==> src/rtl/fpu_pkg.sv <==
// Shared types for the FPU command issuer:
// opcodes, FSM states and the queued command bundle.
package fpu_pkg;

  localparam int CMD_DATA_W = 32;
  localparam int CMD_TAG_W  = 4;

  typedef enum logic [1:0] {
    OP_ADD = 2'b00,
    OP_MUL = 2'b01,
    OP_DIV = 2'b10,
    OP_RSV = 2'b11
  } op_e;

  typedef enum logic [1:0] {
    IDLE,
    ISSUE,
    WAIT,
    RESP
  } state_e;

  typedef struct packed {
    logic [CMD_DATA_W-1:0] a;
    logic [CMD_DATA_W-1:0] b;
    op_e                   opcode;
    logic [CMD_TAG_W-1:0]  tag;
  } cmd_t;

endpackage

==> src/rtl/fpu_cmd_issuer_if.sv <==
// Command, FPU and response signals of the issuer.
// slave = issuer side, master = environment side.
interface fpu_cmd_issuer_if #(
  parameter int DATA_W = 32,
  parameter int TAG_W  = 4
);

  logic              cmd_valid;
  logic              cmd_ready;
  logic [DATA_W-1:0] cmd_a;
  logic [DATA_W-1:0] cmd_b;
  logic [1:0]        cmd_opcode;
  logic [TAG_W-1:0]  cmd_tag;

  logic [DATA_W-1:0] fpu_a;
  logic [DATA_W-1:0] fpu_b;
  logic [1:0]        fpu_opcode;
  logic              fpu_start;
  logic [DATA_W-1:0] fpu_result;
  logic              fpu_done;

  logic              rsp_valid;
  logic              rsp_ready;
  logic [DATA_W-1:0] rsp_result;
  logic [TAG_W-1:0]  rsp_tag;
  logic              rsp_err;
  logic              busy;

  modport slave (
    input  cmd_valid, cmd_a, cmd_b,
    input  cmd_opcode, cmd_tag,
    output cmd_ready,
    output fpu_a, fpu_b, fpu_opcode,
    output fpu_start,
    input  fpu_result, fpu_done,
    output rsp_valid, rsp_result,
    output rsp_tag, rsp_err,
    input  rsp_ready,
    output busy
  );

  modport master (
    output cmd_valid, cmd_a, cmd_b,
    output cmd_opcode, cmd_tag,
    input  cmd_ready,
    input  fpu_a, fpu_b, fpu_opcode,
    input  fpu_start,
    output fpu_result, fpu_done,
    input  rsp_valid, rsp_result,
    input  rsp_tag, rsp_err,
    output rsp_ready,
    input  busy
  );

endinterface

==> src/rtl/fpu_cmd_issuer_fifo.sv <==
// Synchronous command FIFO with wrapping pointers.
// Push is ignored while full, pop while empty.
module fpu_cmd_fifo
  import fpu_pkg::*;
#(
  parameter int DEPTH = 4
) (
  input  logic clk,
  input  logic rst_n,
  input  logic push,
  input  cmd_t wr_data,
  input  logic pop,
  output cmd_t rd_data,
  output logic full,
  output logic empty
);

  localparam int AW = $clog2(DEPTH);

  cmd_t          mem [DEPTH];
  logic [AW-1:0] wr_ptr;
  logic [AW-1:0] rd_ptr;
  logic [AW:0]   count;
  logic          do_push;
  logic          do_pop;

  assign full    = (count == (AW+1)'(DEPTH));
  assign empty   = (count == '0);
  assign do_push = push && !full;
  assign do_pop  = pop && !empty;
  assign rd_data = mem[rd_ptr];

  always_ff @(posedge clk) begin
    if (do_push) mem[wr_ptr] <= wr_data;
  end

  always_ff @(posedge clk) begin
    if (!rst_n) begin
      wr_ptr <= '0;
      rd_ptr <= '0;
      count  <= '0;
    end else begin
      if (do_push) wr_ptr <= wr_ptr + 1'b1;
      if (do_pop)  rd_ptr <= rd_ptr + 1'b1;
      unique case (1'b1)
        do_push && !do_pop: count <= count + 1'b1;
        do_pop && !do_push: count <= count - 1'b1;
        default: ;
      endcase
    end
  end

endmodule

==> src/rtl/fpu_cmd_issuer.sv <==
// FPU command front-end: queues commands, issues one at a time, returns tagged results.
// Define FPU_TIMEOUT_EN to enable the WAIT watchdog.
module fpu_cmd_issuer
  import fpu_pkg::*;
#(
  parameter int DATA_W      = CMD_DATA_W,
  parameter int TAG_W       = CMD_TAG_W,
  parameter int FIFO_DEPTH  = 4,
  parameter int SETTLE_CYC  = 2,
  parameter int TIMEOUT_CYC = 64
) (
  input logic             clk,
  input logic             rst_n,
  fpu_cmd_issuer_if.slave io
);

  localparam int CNT_MAX =
    (TIMEOUT_CYC > SETTLE_CYC) ? TIMEOUT_CYC : SETTLE_CYC;
  localparam int CW = $clog2(CNT_MAX + 1);

  state_e            state;
  state_e            state_d;
  cmd_t              wr_cmd;
  cmd_t              head;
  logic              full;
  logic              empty;
  logic              pop;
  logic              cap_ok;
  logic              cap_tmo;
  logic              clr_cnt;
  logic              done_hit;
  logic              tmo_hit;
  logic              tmo;
  logic [CW-1:0]     cnt;
  logic [CW-1:0]     cnt_inc;
  logic [DATA_W-1:0] a_q;
  logic [DATA_W-1:0] b_q;
  logic [DATA_W-1:0] res_q;
  op_e               op_q;
  logic [TAG_W-1:0]  tag_q;
  logic              err_q;

  assign wr_cmd = '{
    a:      io.cmd_a,
    b:      io.cmd_b,
    opcode: op_e'(io.cmd_opcode),
    tag:    io.cmd_tag
  };

  fpu_cmd_fifo #(
    .DEPTH (FIFO_DEPTH)
  ) u_fifo (
    .clk     (clk),
    .rst_n   (rst_n),
    .push    (io.cmd_valid),
    .wr_data (wr_cmd),
    .pop     (pop),
    .rd_data (head),
    .full    (full),
    .empty   (empty)
  );

  // cnt_inc counts WAIT cycles including the current one; saturates
  assign cnt_inc = (cnt == CW'(CNT_MAX)) ? cnt : cnt + 1'b1;

`ifdef FPU_TIMEOUT_EN
  assign tmo = (cnt_inc >= CW'(TIMEOUT_CYC));
`else
  assign tmo = 1'b0;
`endif

  assign done_hit = io.fpu_done && (cnt_inc >= CW'(SETTLE_CYC));
  assign tmo_hit  = tmo && !done_hit;

  always_ff @(posedge clk) begin
    if (!rst_n) state <= IDLE;
    else        state <= state_d;
  end

  always_comb begin
    state_d = state;
    pop     = 1'b0;
    cap_ok  = 1'b0;
    cap_tmo = 1'b0;
    clr_cnt = 1'b0;
    case (state)
      IDLE: begin
        if (!empty) begin
          pop     = 1'b1;
          state_d = (head.opcode == OP_RSV) ? RESP : ISSUE;
        end
      end
      ISSUE: begin
        clr_cnt = 1'b1;
        state_d = WAIT;
      end
      WAIT: begin
        unique case (1'b1)
          done_hit: begin
            cap_ok  = 1'b1;
            state_d = RESP;
          end
          tmo_hit: begin
            cap_tmo = 1'b1;
            state_d = RESP;
          end
          default: ;
        endcase
      end
      RESP: begin
        if (io.rsp_ready) state_d = IDLE;
      end
      default: state_d = IDLE;
    endcase
  end

  always_ff @(posedge clk) begin
    if (!rst_n) begin
      cnt   <= '0;
      a_q   <= '0;
      b_q   <= '0;
      op_q  <= OP_ADD;
      tag_q <= '0;
      res_q <= '0;
      err_q <= 1'b0;
    end else begin
      if (clr_cnt)            cnt <= '0;
      else if (state == WAIT) cnt <= cnt_inc;
      if (pop) begin
        a_q   <= head.a;
        b_q   <= head.b;
        op_q  <= head.opcode;
        tag_q <= head.tag;
        res_q <= '0;
        err_q <= (head.opcode == OP_RSV);
      end
      if (cap_ok) begin
        res_q <= io.fpu_result;
        err_q <= 1'b0;
      end
      if (cap_tmo) begin
        res_q <= '0;
        err_q <= 1'b1;
      end
    end
  end

  assign io.cmd_ready  = !full;
  assign io.fpu_a      = a_q;
  assign io.fpu_b      = b_q;
  assign io.fpu_opcode = op_q;
  assign io.fpu_start  = (state == ISSUE);
  assign io.rsp_valid  = (state == RESP);
  assign io.rsp_result = res_q;
  assign io.rsp_tag    = tag_q;
  assign io.rsp_err    = err_q;
  assign io.busy       = (state != IDLE) || !empty;

endmodule
==> src/flat_wrapper.sv <==
// flat-port wrapper written by rule: the top's interface ports become plain ports
module fpu_cmd_issuer_flat import fpu_pkg::*;
#(
  parameter int DATA_W      = CMD_DATA_W,
  parameter int TAG_W       = CMD_TAG_W,
  parameter int FIFO_DEPTH  = 4,
  parameter int SETTLE_CYC  = 2,
  parameter int TIMEOUT_CYC = 64
)
  (clk, rst_n, io_cmd_valid, io_cmd_a, io_cmd_b, io_cmd_opcode, io_cmd_tag, io_cmd_ready, io_fpu_a, io_fpu_b, io_fpu_opcode, io_fpu_start, io_fpu_result, io_fpu_done, io_rsp_valid, io_rsp_result, io_rsp_tag, io_rsp_err, io_rsp_ready, io_busy);
  fpu_cmd_issuer_if #(.DATA_W(DATA_W), .TAG_W(TAG_W)) io_i ();
  input logic clk;
  input logic rst_n;
  input wire logic [$bits(io_i.cmd_valid)-1:0] io_cmd_valid;
  input wire logic [$bits(io_i.cmd_a)-1:0] io_cmd_a;
  input wire logic [$bits(io_i.cmd_b)-1:0] io_cmd_b;
  input wire logic [$bits(io_i.cmd_opcode)-1:0] io_cmd_opcode;
  input wire logic [$bits(io_i.cmd_tag)-1:0] io_cmd_tag;
  output wire logic [$bits(io_i.cmd_ready)-1:0] io_cmd_ready;
  output wire logic [$bits(io_i.fpu_a)-1:0] io_fpu_a;
  output wire logic [$bits(io_i.fpu_b)-1:0] io_fpu_b;
  output wire logic [$bits(io_i.fpu_opcode)-1:0] io_fpu_opcode;
  output wire logic [$bits(io_i.fpu_start)-1:0] io_fpu_start;
  input wire logic [$bits(io_i.fpu_result)-1:0] io_fpu_result;
  input wire logic [$bits(io_i.fpu_done)-1:0] io_fpu_done;
  output wire logic [$bits(io_i.rsp_valid)-1:0] io_rsp_valid;
  output wire logic [$bits(io_i.rsp_result)-1:0] io_rsp_result;
  output wire logic [$bits(io_i.rsp_tag)-1:0] io_rsp_tag;
  output wire logic [$bits(io_i.rsp_err)-1:0] io_rsp_err;
  input wire logic [$bits(io_i.rsp_ready)-1:0] io_rsp_ready;
  output wire logic [$bits(io_i.busy)-1:0] io_busy;
  assign io_i.cmd_valid = io_cmd_valid;
  assign io_i.cmd_a = io_cmd_a;
  assign io_i.cmd_b = io_cmd_b;
  assign io_i.cmd_opcode = io_cmd_opcode;
  assign io_i.cmd_tag = io_cmd_tag;
  assign io_cmd_ready = io_i.cmd_ready;
  assign io_fpu_a = io_i.fpu_a;
  assign io_fpu_b = io_i.fpu_b;
  assign io_fpu_opcode = io_i.fpu_opcode;
  assign io_fpu_start = io_i.fpu_start;
  assign io_i.fpu_result = io_fpu_result;
  assign io_i.fpu_done = io_fpu_done;
  assign io_rsp_valid = io_i.rsp_valid;
  assign io_rsp_result = io_i.rsp_result;
  assign io_rsp_tag = io_i.rsp_tag;
  assign io_rsp_err = io_i.rsp_err;
  assign io_i.rsp_ready = io_rsp_ready;
  assign io_busy = io_i.busy;
  fpu_cmd_issuer #(.DATA_W(DATA_W), .TAG_W(TAG_W), .FIFO_DEPTH(FIFO_DEPTH), .SETTLE_CYC(SETTLE_CYC), .TIMEOUT_CYC(TIMEOUT_CYC)) u_core (.clk(clk), .rst_n(rst_n), .io(io_i));
endmodule
==> config.mk <==
export PLATFORM = sky130hd
export DESIGN_NAME = fpu_cmd_issuer_flat
export DESIGN_NICKNAME = d
export VERILOG_FILES = /design/src/rtl/fpu_pkg.sv /design/src/rtl/fpu_cmd_issuer_if.sv /design/src/rtl/fpu_cmd_issuer_fifo.sv /design/src/rtl/fpu_cmd_issuer.sv /design/src/flat_wrapper.sv
export SDC_FILE = /design/constraint.sdc
export NUM_CORES = 1
export LEC_CHECK = 0
export CORE_UTILIZATION = 54
export DETAILED_ROUTE_END_ITERATION = 12
export GPL_ROUTABILITY_DRIVEN = 0
export PLACE_DENSITY = 0.79
export SYNTH_ARGS = -nofsm -noshare
export SYNTH_HDL_FRONTEND = slang
export SYNTH_SLANG_ARGS = --single-unit
==> constraint.sdc <==
create_clock -name clk -period 3.9 [get_ports clk]
set_clock_uncertainty 0.05 [all_clocks]
set_input_delay 0.39 -clock clk [delete_from_list [all_inputs] [get_ports clk]]
set_output_delay 0.39 -clock clk [all_outputs]
set_load 0.05 [all_outputs]
==> results.cfg <==
[pwr]
p_per_area_nw_per_um2 = 707
p_leak_nw = 6.18
worst_ir_drop_vdd_mv = 0.516
total_power_mw = 13.3

[timing]
final_max_slew_viol_count = 0
setup-tns-final_ps = 0
max_slew_margin_pct = 26.3
hold_viol_final = 0
worst_hold_slack_ps = 378
fmaxAchievable_mhz = 371
setup_viol = 0
worst_pin_slew_ps = 1110
fin_crit_sh_pct = 69.0
finalWorstSetupSlack_ps = 1210
rsz0062_at_grt = false
min_period_ps = 2690

[job]
drv_cap = 0

[worst_setup_path]
cp_max_fo = 5
critPathKind = flop to output port
cp.required_ps = 3460
worst_setup_path_start_kind = flop
critPathCaptureType = output port
reg2reg_slack_ps = 1290
r2r_end = u_core.io.rsp_result[8]
crit_path_start = u_core.state[1]
crit_arrival_ps = 2250
rr_worst_depth = 7
rr_startpoint = u_core.cnt[0]

[detailed_routing]
drtAntennaViolNets = 0
drc = 0
drtIter0Drc = 411
num_vias = 8431
wl_um = 30900
wl_per_cell_um = 19.7
drt_pass1_iterations = 5
vias_per_cell = 5.37

[status]
outcome = completed

[logic_synthesis]
synth_top_area_share_pct = 55.8
synthArstFlopShare_pct = 0
synth_cell_types = 38
synth_area_sq_um = 15100
yosys-top-cells-area = edfxtp_1 (56%), dfxtp_1 (16%), mux4_2 (10%)
yosysWarnings = 0
syn_inst = 945
ys.flop_type = edfxtp_1
seq_area_frac_synth_pct = 71.9
avgSynthCellArea_sq_um = 15.9
synth_edf_count = 280
syn-num-nets = 1065
synth_seq_cells = 401
synth_largest_area_cell = edfxtp_1

[layout]
final_cell_area_sq_um = 18800
num-nets-final = 1281
fin_util_pct = 69.2
fillerInstances = 1848
drive_gt1_share_pct = 12.9
syn_to_final_growth_pct = 25.0
layoutNonFillerInstCount = 1569

[floorplan]
die_h_um = 169
ios = 214
core-area_sq_um = 27200
dieArea_sq_um = 28600
die_width_um = 169
rows = 60
start_util_pct = 55.4

[hold_path]
worstHoldPathType = input port to flop
min_path_cells = 3
holdPathEnd = u_core.io.rsp_result[2]
min_from = io_fpu_result[2]

[clocking]
root_buffer = clkbuf_16
post_cts_buffers = 0
cts.repair.resized = 0
cts_buffer_depth = 3
h-tree-depth = 2
hold_buffers = 0
insertion_delay_ps = 520
cts-buffers-inserted = 39
cts_tree = built
clock_sinks = 401
clkSlewWorstSetupHoldPaths_ps = 60

[global_routing]
grt_start_max_net_pins = 72
gr-total-overflow = 0
grt_use_total_pct = 22.1
antenna_found_initial = 5
first_global_vias = 8759
grt_pass1_wl_um = 47900

[placed_design]
place_hpwl_um = 18500
dp.cells = 1492
placed_area_sq_um = 17600
port_buffers = 213
dp_slack_ps = 1270
final cells by class:
cell class	count	area (sq um)	share of cell area [%]
antenna	5	12.5	0.0665
tap	372	465	2.47
timing repair buffer	230	2270	12.1
inverter	13	48.8	0.259
clock buffer	60	1110	5.90
clock inverter	12	125	0.665
sequential	401	10800	57.6
multi-input combinational	476	3950	21.0
cells by family (layout without fill, tap and decap cells):
logic type                 count (synthesis)  count (layout)  share of synthesized area (%)
DFF                                      401             401                           71.9
and+or+nand+nor                          259             259                           6.92
muxes                                    104             104                           12.7
AOI/OAI and AO/OA                         89              89                           4.52
buffers and inverters                     68             315                           2.12
adders and majority gates                 13              13                           1.13
xor gates and xnor gates                  11              11                          0.640
other                                      0               5                              0
critical path: stages (launching register included):
cell	delay [ps]
dfxtp_1	380
inv_1	90
ha_1	270
nand2_1	150
clkdlybuf4s50_1	840
flip-flops by register name, summed over array words and instances (netlist names), named ones only:
register and flops:
u_core.cnt 7, u_core.io.fpu_a 32, u_core.u_fifo.wr_ptr 2, u_core.u_fifo.count 3
u_core.u_fifo.rd_ptr 2, u_core.io.rsp_err 1, u_core.u_fifo.mem 280, u_core.io.rsp_tag 4
u_core.io.fpu_opcode 2, u_core.state 2, u_core.io.fpu_b 32, u_core.io.rsp_result 32
layer usage:
layer	vias to the layer above	track usage (%)	routed length (um)
li1	3926	-	-
met1	4184	27.5	12700
met2	274	38.3	15500
met3	47	4.75	1920
met4	0	8.11	767
met5	-	0	0
cell usage in the layout (no fill, tap or decap), types with 16 or more instances in the layout:
master / synthesis / routed
mux4_2: 70 / 70
clkbuf_16: 0 / 40
clkbuf_1: 26 / 16
a21boi_0: 73 / 73
dfxtp_1: 121 / 119
nand2_1: 222 / 222
mux2i_1: 34 / 34
buf_4: 2 / 17
edfxtp_1: 280 / 280
clkdlybuf4s50_1: 0 / 212
where the power goes:
group / internal (mW) / switching [mW]
registers: 5.27 / 0.405
clock network: 2.11 / 1.50
logic: 1.48 / 2.54
total: 8.85 / 4.44
Yosys cell counts (6+ instances only):
| master | count |
|---|---|
| mux2i_1 | 34 |
| buf_2 | 15 |
| nand2_1 | 222 |
| mux4_2 | 70 |
| inv_1 | 12 |
| edfxtp_1 | 280 |
| and2_1 | 8 |
| buf_1 | 7 |
| and3_1 | 6 |
| a21boi_0 | 73 |
| dfxtp_1 | 121 |
| xnor2_1 | 6 |
| nor2_1 | 10 |
| clkbuf_1 | 26 |
| ha_1 | 12 |
worst max path at each step:
stage | depth (start not counted) | to | slack (ps)
after floorplan | 3 | u_core.u_fifo.mem[0][0] | 730
after global placement | 7 | u_core.io.rsp_result[10] | 1330
after detailed placement | 7 | u_core.io.rsp_result[5] | 1270
after CTS | 4 | io_busy | 1180
after global routing | 4 | io_busy | 1100
final | 4 | io_busy | 1210
Note: power is estimated with default switching activity, not from simulation.
